===== config.mk =====
export PLATFORM = sky130hd
export DESIGN_NAME = ir_fetch_unit
export DESIGN_NICKNAME = d
export VERILOG_FILES = /design/src/rtl/mcpu_pkg.sv /design/src/rtl/ir_field_split.sv /design/src/rtl/ir_fetch_unit.sv
export SDC_FILE = /design/constraint.sdc
export NUM_CORES = 1
export LEC_CHECK = 0
export BUFFER_PORTS_ARGS = -buffer_cell sky130_fd_sc_hd__buf_2
export CELL_PAD_IN_SITES_DETAIL_PLACEMENT = 1
export CELL_PAD_IN_SITES_GLOBAL_PLACEMENT = 2
export CORE_ASPECT_RATIO = 1.2
export CORE_MARGIN = 2
export CORE_UTILIZATION = 29
export CTS_BUF_LIST = sky130_fd_sc_hd__clkbuf_8
export DETAILED_ROUTE_END_ITERATION = 16
export PLACE_DENSITY_LB_ADDON = 0.12
export SYNTH_ARGS = -nofsm -noshare
export SYNTH_HDL_FRONTEND = slang
export SYNTH_SLANG_ARGS = --single-unit

===== constraint.sdc =====
create_clock -name clk -period 6.3 [get_ports clk]
set_input_delay 1.26 -clock clk [delete_from_list [all_inputs] [get_ports clk]]
set_output_delay 1.26 -clock clk [all_outputs]
set_load 0.05 [all_outputs]

===== src/rtl/mcpu_pkg.sv =====
// Shared definitions for the multi-cycle MIPS fetch stage: fetch FSM state
// constants, instruction field bit positions and the reset instruction.
package mcpu_pkg;

   // Fetch FSM state; constants kept as plain localparams for legacy tools
   typedef logic [1:0] fetch_state_t;
   localparam fetch_state_t IDLE = 2'd0;
   localparam fetch_state_t WAIT = 2'd1;
   localparam fetch_state_t DONE = 2'd2;

   // Instruction field bit positions (MIPS R/I/J formats)
   localparam int OP_HI    = 31;
   localparam int OP_LO    = 26;
   localparam int RS_HI    = 25;
   localparam int RS_LO    = 21;
   localparam int RT_HI    = 20;
   localparam int RT_LO    = 16;
   localparam int RD_HI    = 15;
   localparam int RD_LO    = 11;
   localparam int SHAMT_HI = 10;
   localparam int SHAMT_LO = 6;
   localparam int FUNCT_HI = 5;
   localparam int FUNCT_LO = 0;
   localparam int IMM_HI   = 15;
   localparam int IMM_LO   = 0;
   localparam int JADDR_HI = 25;
   localparam int JADDR_LO = 0;

   // sll $0,$0,0 -- the canonical MIPS nop
   localparam logic [31:0] NOP = 32'h0000_0000;

endpackage


===== src/rtl/ir_field_split.sv =====
// Purely combinational decode of the instruction register into its fields.
// This is the single place where field slicing is defined.
module ir_field_split
   import mcpu_pkg::*;
(
   input  logic [31:0] ir,
   output logic [5:0]  opcode,
   output logic [4:0]  rs,
   output logic [4:0]  rt,
   output logic [4:0]  rd,
   output logic [4:0]  shamt,
   output logic [5:0]  funct,
   output logic [15:0] imm16,
   output logic [25:0] jaddr
);

   assign opcode = ir[OP_HI:OP_LO];
   assign rs     = ir[RS_HI:RS_LO];
   assign rt     = ir[RT_HI:RT_LO];
   assign rd     = ir[RD_HI:RD_LO];
   assign shamt  = ir[SHAMT_HI:SHAMT_LO];
   assign funct  = ir[FUNCT_HI:FUNCT_LO];
   assign imm16  = ir[IMM_HI:IMM_LO];
   assign jaddr  = ir[JADDR_HI:JADDR_LO];

endmodule


===== src/rtl/ir_fetch_unit.sv =====
// Instruction fetch / IR stage of the multi-cycle MIPS CPU. Reads one word
// from instruction memory using a ready handshake, latches it into IR and
// provides PC+4 plus the decoded instruction fields. Only DATA_W=32 is
// meaningful since the field layout is fixed by the MIPS ISA.
module ir_fetch_unit
   import mcpu_pkg::*;
#(
   parameter int                 DATA_W   = 32,
   parameter logic [DATA_W-1:0]  RESET_IR = NOP
)
(
   input  logic              clk,
   input  logic              rst_n,
   input  logic              fetch_req,
   input  logic              flush,
   input  logic [DATA_W-1:0] pc_in,
   output logic              mem_rd,
   output logic [DATA_W-1:0] mem_addr,
   input  logic [DATA_W-1:0] mem_rdata,
   input  logic              mem_ready,
   output logic              busy,
   output logic              fetch_done,
   output logic              addr_err,
   output logic [DATA_W-1:0] ir,
   output logic [DATA_W-1:0] pc_plus4,
   output logic [5:0]        opcode,
   output logic [4:0]        rs,
   output logic [4:0]        rt,
   output logic [4:0]        rd,
   output logic [4:0]        shamt,
   output logic [5:0]        funct,
   output logic [15:0]       imm16,
   output logic [25:0]       jaddr
);

   fetch_state_t      state;
   logic [DATA_W-1:0] pc_lat;
   logic              start;
   logic              capture;

   // A new fetch starts only from IDLE with an aligned address; flush vetoes it.
   // Flush also beats a same-edge mem_ready so late data is dropped.
   assign start   = (state == IDLE) && fetch_req && !flush && (pc_in[1:0] == 2'b00);
   assign capture = (state == WAIT) && mem_ready && !flush;

   // The memory address is simply the latched PC, which stays put for the whole WAIT.
   assign mem_addr = pc_lat;

   // Fetch FSM and its registered control outputs
   always_ff @(posedge clk or negedge rst_n) begin
      if (!rst_n) begin
         state      <= IDLE;
         mem_rd     <= 1'b0;
         busy       <= 1'b0;
         fetch_done <= 1'b0;
         addr_err   <= 1'b0;
      end else begin
         fetch_done <= 1'b0;
         addr_err   <= 1'b0;
         case (state)
            IDLE: begin
               if (start) begin
                  state  <= WAIT;
                  mem_rd <= 1'b1;
                  busy   <= 1'b1;
               end else if (fetch_req && !flush) begin
                  addr_err <= 1'b1;
               end
            end
            WAIT: begin
               if (flush) begin
                  state  <= IDLE;
                  mem_rd <= 1'b0;
                  busy   <= 1'b0;
               end else if (mem_ready) begin
                  state      <= DONE;
                  mem_rd     <= 1'b0;
                  fetch_done <= 1'b1;
               end
            end
            DONE: begin
               state  <= IDLE;
               busy   <= 1'b0;
               mem_rd <= 1'b0;
            end
            default: begin
               state  <= IDLE;
               busy   <= 1'b0;
               mem_rd <= 1'b0;
            end
         endcase
      end
   end

   // Address latch, instruction register and PC+4 (wraps naturally mod 2^32)
   always_ff @(posedge clk or negedge rst_n) begin
      if (!rst_n) begin
         pc_lat   <= '0;
         ir       <= RESET_IR;
         pc_plus4 <= '0;
      end else begin
         if (start) begin
            pc_lat <= pc_in;
         end
         if (capture) begin
            ir       <= mem_rdata;
            pc_plus4 <= pc_lat + DATA_W'(4);
         end
      end
   end

   ir_field_split u_split (
      .ir     (ir[31:0]),
      .opcode (opcode),
      .rs     (rs),
      .rt     (rt),
      .rd     (rd),
      .shamt  (shamt),
      .funct  (funct),
      .imm16  (imm16),
      .jaddr  (jaddr)
   );

endmodule


==> out/qor.yml <==
worst_setup_path:
  critical_path_class: "in -> reg"
  crit_arrival_ns: 2.92
  startpoint_type: "primary input"
  cp.required_ns: 6.62
  cp_max_fo: 37
  cp-end-kind: "flip-flop"
cts:
  cts_buffer_depth: 2
  clockRootBuffer: "clkbuf_8"
  ctsResizeCount: 0
  cts_buffers: 9
  clk_pin_slew_worst_paths_ns: 0.09
  insertion_delay_ns: 0.38
  holdBufCountCts: 0
  numClockSinks: 101
  cts_setup_buffers: 0
  tritoncts: "built"
  htreeDepth: 3
sta:
  fin_worst_skew_ns: 0.00779
  hold_viol: 0
  grt_setup_unrepaired: "no"
  max_freq_ghz: 0.384
  hold_slack_ns: 0.481
  slew_viol_final: 0
  max-slew-margin-rel_pct: 50.5
  setup_viol: 0
  period_needed_ns: 2.60
  tns_ns: 0
  worst_slew_pin_slew_ns: 0.742
  min_period_over_period_pct: 41.3
global_route:
  track_usage_pct: 15.5
  grt_remaining_overflow: 0
  grt_pass1_wl_um: 21800
  grt_max_degree: 73
  grt_pass1_vias: 4081
  antenna_found_initial: 0
synth:
  synth.ff_latch_count: 101
  synth-edff-count: 0
  synthFlopType: "dfrtp_1"
  syn_avg_cell_area_um2: 9.79
  syn-num-nets: 570
  syn_inst: 500
  synth_top_area_cell: "dfrtp_1"
  ys_async_sr_fraction_pct: 100
  synth_warnings: 0
  yosys-top-cells-area: "dfrtp_1 (52%), buf_4 (11%), nand2_1 (10%)"
  synth_area_um2: 4900
  netlist_top_cells_count: "nand2_1 (133), dfrtp_1 (101), buf_4 (74)"
  yosysMostFrequentCell: "nand2_1"
  yosysTopAreaCellShare_pct: 51.6
  ys_types: 36
  seq_area_frac_synth_pct: 51.6
detailed_routing:
  wl_met1_um: 5750
  wl_met3_um: 867
  via_count: 4036
  top_layer: "met4"
  initialDrtViolationCount: 127
  ant_nets: 0
  wl_met2_um: 7170
  first_pass_iters: 4
  viasPerCell: 4.57
  drc: 0
  routedWlPerCell_um: 15.8
  wl_um: 13900
power:
  pwr-share-comb_pct: 51.6
  power.internal_mw: 1.31
  max-vdd-ir-drop_mv: 0.136
  total_leakage_power_nw: 3.21
  power.density_nw_per_um2: 483
  sequentialPowerShare_pct: 33.1
  power.total_mw: 2.90
  power_switching_mw: 1.59
  sw_frac_of_total_pct: 54.9
  power.share.clock_pct: 15.2
die:
  ioPinCount: 243
  die_x_um: 123
  start_util_pct: 29.3
  core_area_um2: 16700
  rows: 52
  die_y_um: 146
  die_area_um2: 17900
cells_and_area:
  syn2layout_area_growth_pct: 22.4
  seq_area_um2: 2530
  nFillCells: 2008
  n_antenna_cell: 0
  drive_above_1_share_pct: 44.7
  multiInputGateArea_um2: 1710
  stdcell_area_um2: 5990
  final_nets: 732
job:
  maxCapViolations: 0
placed_design:
  gp_congestion: 0.714
  placed_area_um2: 5780
  port_buffers: 242
  dp_hpwl_um: 10100
hold_path:
  hp-class: "reg -> reg"
outcome:
  status: "complete, no violations"
[power by group through the flow]
stage	Sequential (mW)	Combinational, mW	Clock, mW
floorplan	1.50	0.751	0
CTS	0.965	1.51	0.468
global placement	0.968	1.50	0
detailed placement	0.978	1.51	0
global route	0.993	1.57	0.491
finish	0.959	1.50	0.441
[worst paths after layout]
| kind | from | slack [ns] | endpoint | cells after the start |
|---|---|---|---|---|
| hold / removal | pc_plus4[14] | 0.48 | pc_plus4[14] | 2 |
| min in group asynchronous | rst_n | 0.90 | ir[3] | 1 |
| setup reg to reg | mem_addr[8] | 4.08 | pc_plus4[31] | 4 |
| hold reg to reg | pc_plus4[14] | 0.48 | pc_plus4[14] | 2 |
| max in group asynchronous | rst_n | 4.23 | ir[0] | 2 |
| setup / recovery | flush | 3.70 | pc_plus4[14] | 7 |
[routing by layer]
metal	vias up	track usage (%)
met3	11	3.98
met4	0	4.89
met1	1960	18.3
li1	1928	-
met5	-	0
met2	137	27.3
[critical path: stages]
cell	delay [ns]
buf_2	0.12
nand4bb_4	0.24
inv_2	0.41
buf_4	0.49
nand2_1	0.11
a31o_2	0.22
nand3_1	0.07
[cells in the final DEF, fill, tap and decap left out, types with 2 or more instances in the layout]
master / n
a31oi_1: 11
and2_1: 4
and3_1: 3
buf_2: 241
buf_4: 5
clkbuf_8: 11
clkinvlp_4: 2
dfrtp_1: 101
inv_1: 7
mux2_2: 30
nand2_1: 133
nand3_1: 18
nand4_1: 7
nor2_1: 16
nor3_1: 2
nor4_1: 2
o211ai_1: 5
o21ai_0: 14
o31ai_1: 7
o41ai_1: 2
or3_1: 5
or4_1: 14
or4b_1: 3
xnor2_1: 7
xor2_1: 4
[metrics by stage]
step | setup slack [ns] | std cells | util [%]
final | 3.70 | 883 | 35.8
after global placement | 3.30 | 867 | 34.6
after floorplan | 3.47 | 500 | -
after CTS | 3.68 | 883 | 35.8
after detailed placement | 3.26 | 867 | 34.6
after global routing | 3.53 | 883 | 35.8
[flip-flops by register name, indices dropped and copies added (netlist names)]
register,cells
addr_err,1
busy,1
fetch_done,1
ir,32
mem_addr,32
pc_plus4,32
state,2
[area by class of cell]
cell class	count	area share (%)
sequential	101	42.2
inverter	8	0.501
clock inverter	5	0.982
tap	216	4.51
multi-input combinational	296	28.5
timing repair buffer	246	20.8
clock buffer	11	2.53
[logic make-up after synthesis]
logic type | count (synthesis) | synth area share, %
buffers and inverters | 103 | 13.8
DFF | 101 | 51.6
muxes | 30 | 6.90
adders and majority gates | 1 | 0.256
xor gates and xnor gates | 11 | 1.97
and+or+nand+nor | 213 | 20.1
AOI/OAI and AO/OA | 41 | 5.32
No activity file was read; power rests on OpenSTA's default activity.
